===== src/rtl/cacheline_mem_arbiter.sv =====
// cacheline_mem_arbiter
//   Shares one line-wide memory port between the instruction cache (port I)
//   and the data cache (port D). One transaction is outstanding at a time.
//   On a tie in IDLE, the port that was not granted last time wins.
//   The request is captured into req_q on the grant edge and replayed to
//   memory until mem_resp. Every transaction ends with one IDLE bubble
//   cycle so the requester can drop its request.
//
//   Optional build macro: ARB_PERF_CNT_EN adds saturating performance
//   counters perf_i_grants, perf_d_grants and perf_conflict_cycles.
//
// Ports
//   clk, rst                : clock, synchronous active-high reset
//   i_addr/i_read/i_write/i_wdata   : I-cache request
//   i_rdata/i_resp/i_raddr          : I-cache completion
//   d_addr/d_read/d_write/d_wdata   : D-cache request
//   d_rdata/d_resp/d_raddr          : D-cache completion
//   mem_addr/mem_read/mem_write/mem_wdata : memory request
//   mem_rdata/mem_resp/mem_raddr          : memory completion
//
// state   | meaning
// --------+-------------------------------------------------------
// IDLE    | no transaction; arbitrate, latch the winner into req_q
// GRANT_I | I-port request from req_q in flight, wait for mem_resp
// GRANT_D | D-port request from req_q in flight, wait for mem_resp

module cacheline_mem_arbiter #(
    parameter int ADDR_WIDTH = 32,
    parameter int LINE_WIDTH = 256
) (
    input  logic                  clk,
    input  logic                  rst,

    input  logic [ADDR_WIDTH-1:0] i_addr,
    input  logic                  i_read,
    input  logic                  i_write,
    input  logic [LINE_WIDTH-1:0] i_wdata,
    output logic [LINE_WIDTH-1:0] i_rdata,
    output logic                  i_resp,
    output logic [ADDR_WIDTH-1:0] i_raddr,

    input  logic [ADDR_WIDTH-1:0] d_addr,
    input  logic                  d_read,
    input  logic                  d_write,
    input  logic [LINE_WIDTH-1:0] d_wdata,
    output logic [LINE_WIDTH-1:0] d_rdata,
    output logic                  d_resp,
    output logic [ADDR_WIDTH-1:0] d_raddr,

    output logic [ADDR_WIDTH-1:0] mem_addr,
    output logic                  mem_read,
    output logic                  mem_write,
    output logic [LINE_WIDTH-1:0] mem_wdata,
    input  logic [LINE_WIDTH-1:0] mem_rdata,
    input  logic                  mem_resp,
    input  logic [ADDR_WIDTH-1:0] mem_raddr
`ifdef ARB_PERF_CNT_EN
    ,
    output logic [31:0]           perf_i_grants,
    output logic [31:0]           perf_d_grants,
    output logic [31:0]           perf_conflict_cycles
`endif
);

    typedef enum logic [1:0] {
        IDLE    = 2'd0,
        GRANT_I = 2'd1,
        GRANT_D = 2'd2
    } state_t;

    typedef enum logic {
        PORT_I = 1'b0,
        PORT_D = 1'b1
    } port_t;

    state_t                state;
    state_t                state_nxt;
    port_t                 last_grant;

    logic [ADDR_WIDTH-1:0] req_addr_q;
    logic                  req_read_q;
    logic                  req_write_q;
    logic [LINE_WIDTH-1:0] req_wdata_q;

    logic                  i_req;
    logic                  d_req;
    logic                  grant_i;
    logic                  grant_d;

    assign i_req = i_read | i_write;
    assign d_req = d_read | d_write;

    // Single-cycle strobes marking the IDLE->GRANT edge.
    assign grant_i = (state == IDLE) && (state_nxt == GRANT_I);
    assign grant_d = (state == IDLE) && (state_nxt == GRANT_D);

    always_ff @(posedge clk) begin
        if (rst) begin
            state       <= IDLE;
            last_grant  <= PORT_I;
            req_addr_q  <= '0;
            req_read_q  <= 1'b0;
            req_write_q <= 1'b0;
            req_wdata_q <= '0;
        end else begin
            state <= state_nxt;
            if (grant_i) begin
                last_grant  <= PORT_I;
                req_addr_q  <= i_addr;
                req_read_q  <= i_read;
                req_write_q <= i_write;
                req_wdata_q <= i_wdata;
            end else if (grant_d) begin
                last_grant  <= PORT_D;
                req_addr_q  <= d_addr;
                req_read_q  <= d_read;
                req_write_q <= d_write;
                req_wdata_q <= d_wdata;
            end
        end
    end

    always_comb begin
        state_nxt = state;
        mem_addr  = req_addr_q;
        mem_wdata = req_wdata_q;
        mem_read  = 1'b0;
        mem_write = 1'b0;
        i_resp    = 1'b0;
        d_resp    = 1'b0;
        i_raddr   = '0;
        d_raddr   = '0;

        case (state)
            IDLE: begin
                // mem_resp is ignored here: a late answer to a transaction
                // abandoned by reset must not complete anything.
                if (i_req && d_req) begin
                    state_nxt = (last_grant == PORT_I) ? GRANT_D : GRANT_I;
                end else if (i_req) begin
                    state_nxt = GRANT_I;
                end else if (d_req) begin
                    state_nxt = GRANT_D;
                end
            end
            GRANT_I: begin
                mem_read  = req_read_q;
                mem_write = req_write_q;
                i_resp    = mem_resp;
                i_raddr   = mem_raddr;
                if (mem_resp) begin
                    state_nxt = IDLE;
                end
            end
            GRANT_D: begin
                mem_read  = req_read_q;
                mem_write = req_write_q;
                d_resp    = mem_resp;
                d_raddr   = mem_raddr;
                if (mem_resp) begin
                    state_nxt = IDLE;
                end
            end
            default: begin
                state_nxt = IDLE;
            end
        endcase
    end

    // Read data is broadcast; only the resp strobe says whose line it is.
    assign i_rdata = mem_rdata;
    assign d_rdata = mem_rdata;

`ifdef ARB_PERF_CNT_EN
    logic conflict;

    // A port is waiting if it requests but is not the one being served.
    // In IDLE with both requesting exactly one of them loses the tie.
    always_comb begin
        conflict = 1'b0;
        case (state)
            IDLE:    conflict = i_req & d_req;
            GRANT_I: conflict = d_req;
            GRANT_D: conflict = i_req;
            default: conflict = 1'b0;
        endcase
    end

    always_ff @(posedge clk) begin
        if (rst) begin
            perf_i_grants        <= '0;
            perf_d_grants        <= '0;
            perf_conflict_cycles <= '0;
        end else begin
            if (grant_i && (perf_i_grants != 32'hFFFF_FFFF)) begin
                perf_i_grants <= perf_i_grants + 32'd1;
            end
            if (grant_d && (perf_d_grants != 32'hFFFF_FFFF)) begin
                perf_d_grants <= perf_d_grants + 32'd1;
            end
            if (conflict && (perf_conflict_cycles != 32'hFFFF_FFFF)) begin
                perf_conflict_cycles <= perf_conflict_cycles + 32'd1;
            end
        end
    end
`endif

`ifndef SYNTHESIS
    always_ff @(posedge clk) begin
        if (!rst) begin
            assert (!(i_read && i_write))
                else $error("cacheline_mem_arbiter: i_read and i_write both set");
            assert (!(d_read && d_write))
                else $error("cacheline_mem_arbiter: d_read and d_write both set");
        end
    end
`endif

endmodule


===== config.mk =====
export PLATFORM = sky130hd
export DESIGN_NAME = cacheline_mem_arbiter
export DESIGN_NICKNAME = d
export VERILOG_FILES = /design/src/rtl/cacheline_mem_arbiter.sv
export SDC_FILE = /design/constraint.sdc
export NUM_CORES = 1
export LEC_CHECK = 0
export ABC_AREA = 1
export CAP_MARGIN = 5
export CORE_AREA = 2 2 674 676
export DETAILED_ROUTE_END_ITERATION = 16
export DIE_AREA = 0 0 676 678
export DONT_BUFFER_PORTS = 1
export GPL_TIMING_DRIVEN = 0
export PLACE_DENSITY_LB_ADDON = 0.1
export REMOVE_ABC_BUFFERS = 1
export SLEW_MARGIN = 0
export SYNTH_ARGS = -nofsm -noshare
export SYNTH_HDL_FRONTEND = slang
export SYNTH_SLANG_ARGS = --single-unit

===== constraint.sdc =====
create_clock -name clk -period 3.1 [get_ports clk]
set_clock_uncertainty 0.2 [all_clocks]
set_input_delay 0.31 -clock clk [delete_from_list [all_inputs] [get_ports clk]]
set_output_delay 0.31 -clock clk [all_outputs]
set_load 0.02 [all_outputs]

# Word level (Yosys, flattened, before mapping)
# Index checks and enable logic that the tools add are counted.
classes:
  n_reduce_logical: 7
  n_bitwise: 2
  mux: 20
  n_eq_ne: 4
ops:
  columns: ["operator", "count"]
  rows:
  - ["256-bit 2-to-1 mux", 2]
  - ["32-bit 2-to-1 mux", 4]
  - ["2-bit 2-to-1 mux", 5]
  - ["1-bit 2-to-1 mux", 8]
  - ["2-bit by 1-bit equality test with 1-bit output, second input constant", 2]
  - ["2-bit equality test, second input constant", 2]
  - ["2-bit case mux with 2 select lines", 1]
  - ["2-bit OR reduction", 2]
  - ["1-bit logical AND", 3]
  - ["2-bit zero test", 1]
  - ["1-bit bitwise OR", 2]
  - ["2-bit nonzero test", 1]
word_totals:
  word_cells: 39
  register_bits: 293

# Logic depth before layout (Yosys ltp)
# Gate-level depths: netlist of run 1.
depth:
  word_depth: 9
  mapped_depth: 14
  mapped_depth_nobuf: 12

# Worst setup path before layout of run 1
# No wires, ideal clock.
synth_path:
  path_kind: "flip-flop to flip-flop"
  start: "register state[0]"
  end: "register req_addr_q[0], in the netlist mem_addr[0]"
  setup_time_ns: 0.132
  stages_incl_launch_ff: 12
  t_arrival_ns: 1.805
  path_buffers: 3
  required_ns: 2.768
  setup_slack_ns: 0.963
  period_less_slack_ns: 2.137
  cell_sequence: "dfxtp_1 > inv_1 > ha_1 > nand2_1 > a21oi_1 > nor2_1 > buf_2 > buf_2 > buf_2 > nand4_1 > nand3_1 > a21oi_1"
synth_between:
  elab_chain_len: 7
  elab_cells_between_ends: 15
  classes_between: "eq/ne (4); mux (6); reduce/logical (5)"
synth_lines:
  columns: ["item", "line", "text"]
  rows:
  - ["start, declared", "76", "state_t state;"]
  - ["start signal, assigned", "106", "state <= state_nxt;"]
  - ["2-bit 2-to-1 mux", "142", "end else if (d_req) begin"]
  - ["2-bit 2-to-1 mux", "140", "end else if (i_req) begin"]
  - ["2-bit 2-to-1 mux", "138", "if (i_req && d_req) begin"]
  - ["2-bit case mux with 2 select lines", "134", "case (state)"]
  - ["2-bit by 1-bit equality test with 1-bit output / 2-bit equality test (equally long branches)", "94, 95", null]
  - ["1-bit logical AND, on equally long branches", "94, 95", null]
  - ["32-bit 2-to-1 mux / 2-bit nonzero test (equally long branches)", null, null]
  - ["end signal, assigned", "109", "req_addr_q <= i_addr;"]
  - ["end signal, assigned", "115", "req_addr_q <= d_addr;"]
  - ["end, declared", "80", "logic [ADDR_WIDTH-1:0] req_addr_q;"]
# Parallel ways exist; a longest one is shown, timed or not.
# A chain may end at the register's enable or synchronous reset.

# Final worst setup path of run 1
layout_path:
  start: "register state[0]"
  end: "register req_addr_q[26], in the netlist mem_addr[26]"
# The elaborated chain is that of the path after synthesis.

==> out/metrics.cfg, run 1 <==
[run_status]
status=complete, but fails checks
violations=hold timing

[sta]
tightest_slew_ns=1.26
rsz0062_at_grt=true
setup_violations=0
period_share_pct=98.3
whs_ns=-0.525
max-slew-margin-rel_pct=16.0
hold_viol_final=224
tns_ns=0
clock.fmax_mhz=328
finalMaxSlewViolations=0
post-route-min-period_ns=3.05

[worst_setup_path]
worst_path_most_repeated_cell=nand2_1
required_ns=3.57
worstPathCellList=inv_1 > ha_4 > nand2_1 > nand2_1 > nand2_1 > a21oi_4 > nand2_8 > buf_16 > nand2_8 > buf_12 > nand3_1 > a21oi_1
cp_slowest_cell=dfxtp_4
startpoint=state[0]
critPathArrivalTime_ns=3.51
max_stage_delay_ns=0.40
cp_num_buf_inv=3
path_class=reg -> reg
cp-start-kind=register
cp-end-kind=register
crit_family=simple AND/OR/NAND/NOR gates
r2r-start=state[0]
crit_fanout=27

[grt]
grt_overflow=0
grt_usage_pct=16.5
grt_pass1_wl_um=444000
antenna_found_initial=114
grt_pass1_vias=21925
grt_max_degree=294

[finish]
num-fill-cells=53354
ff_latch_area_um2=5870
layout_commonest_cell=inv_1
mostFrequentLayoutCells=649 x inv_1, 533 x nand3_1, 368 x dlygate4sd3_1, 324 x nand2_1
drive_gt1_share_pct=10.3
fin_nets=3913
multi_input_area_um2=8510
syn_to_final_growth_pct=54.3

[die]
start_util_pct=4.67
core_area_um2=451000
die_area_um2=458000
die_w_um=676
fp.dieH_um=678
rows=247
num_io_pins=1739

[clock_tree]
clk_pin_slew_ns=0.06
cts_max_path_buffers=3
htree_levels=2
cts.sinks=293
clkLatencyLatePin_ns=0.74
numCtsBuffers=56
cts_tree=done
cts-root-buf=clkbuf_16

[placed_design]
hpwl_um=300000
portBuffers=0
gp_congestion=0.961

[route]
routed_wl_um=397000
vias_per_cell=2.83
drtAntennaViolNets=0
avgRoutedWirePerCell_um=43.7
drtIter0Drc=2374
drcViolationCount=0
dr.pass1.iters=6
num_vias=25722

[yosys]
syn_area_per_cell_um2=6.44
yosysSeqAreaShare_pct=27.8
synth_seq_cells=293
netlist_instances=3270
netlist_area_um2=21100
ys_types=22
yosys_warnings=0

[power]
total_power_w=0.0257
p_per_area_nw_per_um2=791
power_leakage_nw=12.4
vdd_drop_max_uv=478

[run]
drv_cap=0

[worst_hold_path]
hold_path.class=in -> reg
hold_path_startpoint=rst

[where the power goes]
| group | total [W] | internal, W | switching [W] |
|---|---|---|---|
| combinational | 0.0106 | 0.00344 | 0.00717 |
| clock | 0.00718 | 0.00415 | 0.00303 |
| sequential | 0.00793 | 0.00480 | 0.00313 |
[registers in the layout, indices dropped and copies added (netlist names)]
| signal | flops |
|---|---|
| state | 2 |
| mem_wdata | 256 |
| mem_addr | 32 |
| req_read_q | 1 |
| req_write_q | 1 |
| last_grant | 1 |
[stage by stage]
step	worst slack (ns)	cells	instance area [µm²]	util, %
floorplan	-23.12	2494	16000	-
global placement	-69.69	8470	23500	5.21
detailed placement	-1.41	8505	24500	5.42
CTS	-0.150	8822	29700	6.58
global route	-0.0421	9084	32500	7.20
finish	0.0541	9100	32500	7.21
[cell families after synthesis]
family,Yosys count,share of synthesized area [%]
AO/OA/AOI/OAI,295,7.04
buffers and inverters,1428,35.6
AND/OR/NAND/NOR,1250,29.3
adder cells (fa/ha/maj),4,0.238
flip-flops,293,27.8
[timing repair]
| action | in CTS | in global routing |
|---|---|---|
| buffers inserted | 23 | 13 |
| pin swaps | 11 | 8 |
| endpoints found under the setup margin | 357 | 269 |
| gates resized for setup | 123 | 58 |
| hold buffers | 157 | 211 |
| hold endpoints to repair | 293 | 290 |
| cloned | 34 | 13 |
[metal layers]
metal / vias up / global-route usage (%) / share of wire [%]
met3: 437 / 18.9 / 23
met4: 96 / 3.92 / 2.8
li1: 9583 / - / -
met1: 12246 / 15.2 / 33
met2: 3360 / 22.4 / 38
met5: - / 13.3 / 2.0
[layout make-up]
cell class | count | area share [%]
multi-input combinational | 1554 | 26.2
tap | 5976 | 23.0
timing repair buffer | 479 | 18.8
sequential | 293 | 18.1
inverter | 652 | 7.62
clock buffer | 78 | 4.87
clock inverter | 25 | 1.17
antenna | 41 | 0.316
timing repair inverter | 2 | 0.0539
[cells in the mapped netlist, drive strengths merged]
| master | n | share of area [%] |
|---|---|---|
| a21oi | 293 | 7.0 |
| a211oi | 1 | 0.036 |
| nand4 | 289 | 8.6 |
| dfxtp | 293 | 28 |
| nor3b | 1 | 0.036 |
| ha | 4 | 0.24 |
| buf | 656 | 22 |
| o21ai | 1 | 0.024 |
| inv | 652 | 12 |
| nand2 | 371 | 6.7 |
| clkbuf | 120 | 2.1 |
| nand3 | 583 | 14 |
| nor2 | 6 | 0.12 |
[final timing paths]
kind / endpoint / slack, ns / depth (start not counted)
max reg2reg: mem_addr[26] / 0.05 / 12
min: mem_wdata[92] / -0.53 / 1
max: mem_addr[26] / 0.05 / 12
min reg2reg: req_write_q / 0.29 / 2
[worst register-to-register path, cell delays in order, from the launching register on]
cell	delay (ns)
dfxtp_4	0.40
inv_1	0.14
ha_4	0.33
nand2_1	0.11
nand2_1	0.09
nand2_1	0.10
a21oi_4	0.22
nand2_8	0.08
buf_16	0.20
nand2_8	0.25
buf_12	0.26
nand3_1	0.37
a21oi_1	0.21
(Power assumes the default switching activity.)
==> inputs of run 2 (changes only) <==
BUFFER_PORTS_ARGS = -buffer_cell sky130_fd_sc_hd__buf_2   (was default)
DONT_BUFFER_PORTS = default   (was 1)
==> run 2 against run 1 <==
  * The flow now finishes without violations
  * Register-to-register slack about the same
  * Count of clock-buffer cells in the layout up 3
  * Fmax down 0.42%
  * Clock power up 2%
  * First-iteration DRC count down 5.6%
  * Largest power group unchanged
==> out/metrics.cfg, run 2 (same netlist as run 1, synthesis figures left out) <==
[sta]
rsz0062_at_grt=false
hold_viol_final=0  ; -100%
max-slew-margin-rel_pct=42.3  ; +26 points
post-route-min-period_ns=3.06  ; +0.0127 ns
period_share_pct=98.7  ; +0.41 points
finalMaxSlewViolations=0  ; unchanged
setup_violations=0  ; unchanged
clock.fmax_mhz=327  ; -0.42%
tightest_slew_ns=0.865  ; -0.396 ns
whs_ns=0.0189  ; +0.544 ns
tns_ns=0  ; unchanged

[route]
dr.pass1.iters=5  ; -1
drtAntennaViolNets=0  ; unchanged
num_vias=29511  ; +15%
avgRoutedWirePerCell_um=39.7  ; -9.1%
vias_per_cell=2.87  ; +1.5%
drtIter0Drc=2242  ; -5.6%
drcViolationCount=0  ; unchanged
routed_wl_um=408000  ; +2.8%

[finish]
drive_gt1_share_pct=29.5  ; +19 points
syn_to_final_growth_pct=86.5
fin_cells=10291  ; +13%
largest_reg_flops=256  ; unchanged
ff_latch_area_um2=5870  ; unchanged
num-fill-cells=53367  ; +0.024%
multi_input_area_um2=8160  ; -4.1%
layout_commonest_cell=buf_2
fin_nets=5102  ; +30%
mostFrequentLayoutCells=969 x buf_2, 648 x inv_1, 575 x dlygate4sd3_1, 557 x nand3_1, 341 x nand2_1

[power]
p_per_area_nw_per_um2=694  ; -12%
p_seq_share_pct=19.4  ; -11 points
internal_power_w=0.0135  ; +9.2%
switchingPower_w=0.0138  ; +3.2%
p_sw_share_pct=50.4  ; -1.4 points
power_leakage_nw=17.7  ; +43%
p_comb_share_pct=53.9  ; +13 points
vdd_drop_max_uv=714  ; +50%
clkPwrFrac_pct=26.7  ; -1.2 points
total_power_w=0.0273  ; +6.1%

[worst_setup_path]
crit_family=simple AND/OR/NAND/NOR gates
crit_end=mem_wdata[198]
cp_num_buf_inv=5  ; +2
critPathArrivalTime_ns=3.48  ; -0.03 ns
required_ns=3.52  ; -0.05 ns
crit_cells=13  ; +1
reg2reg_depth=13  ; +1
r2r-start=state[1]
path_class=reg -> reg
worstPathCellList=inv_4 > ha_4 > nand2_1 > a21oi_2 > nor2_4 > buf_12 > buf_16 > nand3_4 > buf_12 > buf_16 > nand2_1 > nand3_1 > a21oi_1
r2r-end=mem_wdata[198]
startpoint=state[1]
max_stage_delay_ns=0.46  ; +0.06 ns
cp_slowest_cell=nand2_1
cp-start-kind=register
crit_fanout=22  ; -19%
cp-end-kind=register
r2r_slack_ns=0.04  ; about the same

[clock_tree]
cts-root-buf=clkbuf_16
numCtsBuffers=57  ; +1.8%
clkLatencyLatePin_ns=0.76  ; +0.02 ns
htree_levels=2  ; unchanged
cts.sinks=293  ; unchanged
clk_pin_slew_ns=0.07  ; about the same
cts_max_path_buffers=3  ; unchanged
cts_tree=done

[placed_design]
gp_congestion=0.948  ; -1.3%
hpwl_um=310000  ; +3.3%
portBuffers=970  ; +970
post-place-cells=9480  ; +11%

[die]
core_area_um2=451000  ; unchanged
die_area_um2=458000  ; unchanged
rows=247  ; unchanged
fp.dieH_um=678  ; unchanged
die_w_um=676  ; unchanged
start_util_pct=4.67  ; unchanged
num_io_pins=1739  ; unchanged

[grt]
antenna_found_initial=98  ; -14%
grt_pass1_vias=27323  ; +25%
grt_overflow=0  ; unchanged
grt_max_degree=102  ; -65%
grt_usage_pct=17.1  ; +0.60 points
grt_pass1_wl_um=470000  ; +5.9%

[run]
drv_cap=0  ; unchanged

[worst_hold_path]
hold_path.class=in -> reg

[run_status]
status=complete, no violations

==> run 2: repair_timing <==
action,CTS,global route
resized for setup,90,11
cloned,40,6
hold endpoints to repair,291,0
pin swaps,8,3
endpoints found under the setup margin,357,111
hold buffers,575,0
buffers inserted,41,3
==> run 2: final cells by class <==
| cell class | instances | area share [%] |
|---|---|---|
| repair buffers | 1667 | 33.7 |
| multi-input cells | 1556 | 20.8 |
| well taps | 5976 | 19.0 |
| flip-flops and latches | 293 | 14.9 |
| inverters | 652 | 6.26 |
| clock buffers | 81 | 4.11 |
| clock inverters | 22 | 0.892 |
| diodes | 44 | 0.280 |
==> run 2: layer usage <==
layer	wire, µm	share of wire [%]	up-vias	GRT usage, %
li1	-	-	11956	-
met1	141000	34	13953	16.4
met2	160000	39	3176	23.8
met3	91500	22	334	18.2
met4	8610	2.1	92	3.50
met5	7890	1.9	-	12.8
==> run 2: how the worst min path moves through the flow <==
stage | start | endpoint | cells past startpoint
after floorplan | rst | mem_addr[0] | 1
after detailed placement | mem_wdata[136] | mem_wdata[136] | 2
after CTS | i_addr[2] | mem_addr[2] | 5
after global placement | mem_wdata[155] | mem_wdata[155] | 2
after global routing | i_addr[2] | mem_addr[2] | 5
final | i_addr[2] | mem_addr[2] | 5
==> run 2: worst register-to-register path: stages, from the launching register on <==
cell and delay (ns):
dfxtp_4 0.39, inv_4 0.06, ha_4 0.30, nand2_1 0.09
a21oi_2 0.19, nor2_4 0.07, buf_12 0.14, buf_16 0.15
nand3_4 0.11, buf_12 0.15, buf_16 0.21, nand2_1 0.52
nand3_1 0.26, a21oi_1 0.08
==> run 2: stage by stage <==
step | setup WS, ns | area (µm²) | util, %
2_1_floorplan | -23.12 | 16000 | -
3_3_place_gp | -76.90 | 28300 | 6.28
3_5_place_dp | -2.73 | 29400 | 6.52
4_1_cts | 0.0230 | 39000 | 8.64
5_1_grt | 0.00272 | 39300 | 8.70
6_report | 0.0414 | 39300 | 8.71
==> run 2: power by group through the flow <==
stage	sequential, W	combinational [W]	clock, W
2_1_floorplan	0.00644	0.00365	0
3_3_place_gp	0.00459	0.00631	0
3_5_place_dp	0.00537	0.0121	0
4_1_cts	0.00530	0.0153	0.00790
5_1_grt	0.00543	0.0159	0.00787
6_report	0.00530	0.0147	0.00729
==> inputs of run 3 (changes only) <==
RECOVER_POWER = 50   (was default)
==> run 3 against run 2 <==
  * Sequential share of layout area barely moved
  * Final cell count did not move
  * Register-to-register slack barely moved
  * Routed wire length barely moved
  * Critical endpoint unchanged
  * Highest routed layer unchanged
==> out/metrics.cfg, run 3 (same netlist as run 1, synthesis figures left out) <==
[run_status]
status=complete, no violations

[clock_tree]
cts-root-buf=clkbuf_16
cts.sinks=293  ; unchanged
clk_pin_slew_ns=0.07  ; about the same
htree_levels=2  ; unchanged
cts_tree=done
numCtsBuffers=57  ; unchanged
clkLatencyLatePin_ns=0.76  ; about the same
cts_max_path_buffers=3  ; unchanged

[worst_setup_path]
cp-start-kind=register
path_class=reg -> reg
required_ns=3.52  ; about the same
max_stage_delay_ns=0.47  ; about the same
cp_num_buf_inv=5  ; unchanged
crit_family=simple AND/OR/NAND/NOR gates
worstPathCellList=inv_4 > ha_4 > nand2_1 > a21oi_2 > nor2_4 > buf_12 > buf_16 > nand3_4 > buf_12 > buf_16 > nand2_1 > nand3_1 > a21oi_1
crit_fanout=22  ; unchanged
cp-end-kind=register
cp_slowest_cell=nand2_1
critPathArrivalTime_ns=3.49  ; about the same

[sta]
whs_ns=0.0182  ; -0.000660 ns
period_share_pct=99.0  ; +0.37 points
max-slew-margin-rel_pct=42.1  ; -0.26 points
tightest_slew_ns=0.869  ; +0.00383 ns
post-route-min-period_ns=3.07  ; +0.0113 ns
setup_violations=0  ; unchanged
hold_viol_final=0  ; unchanged
finalMaxSlewViolations=0  ; unchanged
rsz0062_at_grt=false
clock.fmax_mhz=326  ; -0.37%

[grt]
grt_overflow=0  ; unchanged
use_met3_pct=18.2  ; unchanged
grtUsageMet1_pct=16.4  ; unchanged
grt_usage_pct=17.1  ; unchanged
grt_max_degree=102  ; unchanged
grt_use_met2_pct=23.8  ; unchanged
busiest_layer=met2
antenna_found_initial=98  ; unchanged
grt_pass1_wl_um=470000  ; unchanged
grt_pass1_vias=27323  ; unchanged

[route]
drcViolationCount=0  ; unchanged
vias_per_cell=2.87  ; about the same
avgRoutedWirePerCell_um=39.7  ; about the same
dr.pass1.iters=5  ; unchanged
drtAntennaViolNets=0  ; unchanged
drtIter0Drc=2252  ; +0.45%
num_vias=29490  ; -0.071%
routed_wl_um=408000  ; about the same

[die]
die_area_um2=458000  ; unchanged
rows=247  ; unchanged
start_util_pct=4.67  ; unchanged
fp.dieH_um=678  ; unchanged
core_area_um2=451000  ; unchanged
num_io_pins=1739  ; unchanged
die_w_um=676  ; unchanged

[finish]
syn_to_final_growth_pct=86.1
fin_nets=5102  ; unchanged
drive_gt1_share_pct=28.0  ; -1.6 points
fin_area_um2=39200  ; -0.21%
mostFrequentLayoutCells=902 x buf_2, 648 x inv_1, 575 x dlygate4sd3_1, 557 x nand3_1, 341 x nand2_1
layout_commonest_cell=buf_2
largest_reg_flops=256  ; unchanged

[power]
total_power_w=0.0272  ; -0.21%
p_per_area_nw_per_um2=694  ; about the same
vdd_drop_max_uv=713  ; -0.18%
power_leakage_nw=17.5  ; -1.5%

[placed_design]
hpwl_um=310000  ; unchanged
placedInstanceArea_um2=29400  ; unchanged
portBuffers=970  ; unchanged
gp_congestion=0.948  ; unchanged

[run]
drv_cap=0  ; unchanged

[worst_hold_path]
hold_path.class=in -> reg

## run 3: final timing paths
check | start | end | slack, ns | cells after the start
worst max-delay path | state[1] | mem_wdata[198] | 0.03 | 13
worst min-delay path | i_addr[2] | mem_addr[2] | 0.02 | 5
worst max register to register | state[1] | mem_wdata[198] | 0.03 | 13
worst min register to register | mem_wdata[127] | mem_wdata[127] | 0.28 | 2
## run 3: layer usage
| layer | part of all wire [%] | wire length (µm) |
|---|---|---|
| met4 | 2.1 | 8590 |
| met2 | 39 | 160000 |
| met5 | 1.9 | 7890 |
| met3 | 22 | 90900 |
| met1 | 35 | 141000 |
## run 3: power by group
part | leakage (nW) | internal, W | switching [W]
Clock | 0.953 | 0.00419 | 0.00311
Combinational | 14.1 | 0.00448 | 0.0101
Sequential | 2.40 | 0.00480 | 0.000507
## run 3: tightest hold or removal path, delay by kind of cell
kind / cells / cell delay, ns
buffers and inverters: 2 / 0.19
and+or+nand+nor: 3 / 0.45
## run 3: through the flow
stage	std cells	util (%)	TNS (ns)	setup slack (ns)
global route	10278	8.68	0	0.00272
global placement	9440	6.28	-	-76.90
floorplan	2494	-	-6724.07	-23.12
finish	10291	8.69	0	0.0301
CTS	10238	8.64	0	0.0230
detailed placement	9480	6.52	-540.39	-2.73
## run 3: cell type report
class / instances / area [µm²]
Antenna cell: 44 / 110
Sequential cell: 293 / 5870
Inverter: 652 / 2460
Fill cell: 53386 / 412000
Timing Repair Buffer: 1667 / 13200
Clock inverter: 22 / 350
Clock buffer: 81 / 1620
Tap cell: 5976 / 7480
Multi-Input combinational cell: 1556 / 8160
## run 3: repair_timing
item                                   CTS  global route
pin swaps                                8             3
resized for setup                       90            11
buffers inserted                        41             3
endpoints found under the hold margin  291             0
hold buffers                           575             0
setup endpoints to repair              357           111
gates cloned                            40             6
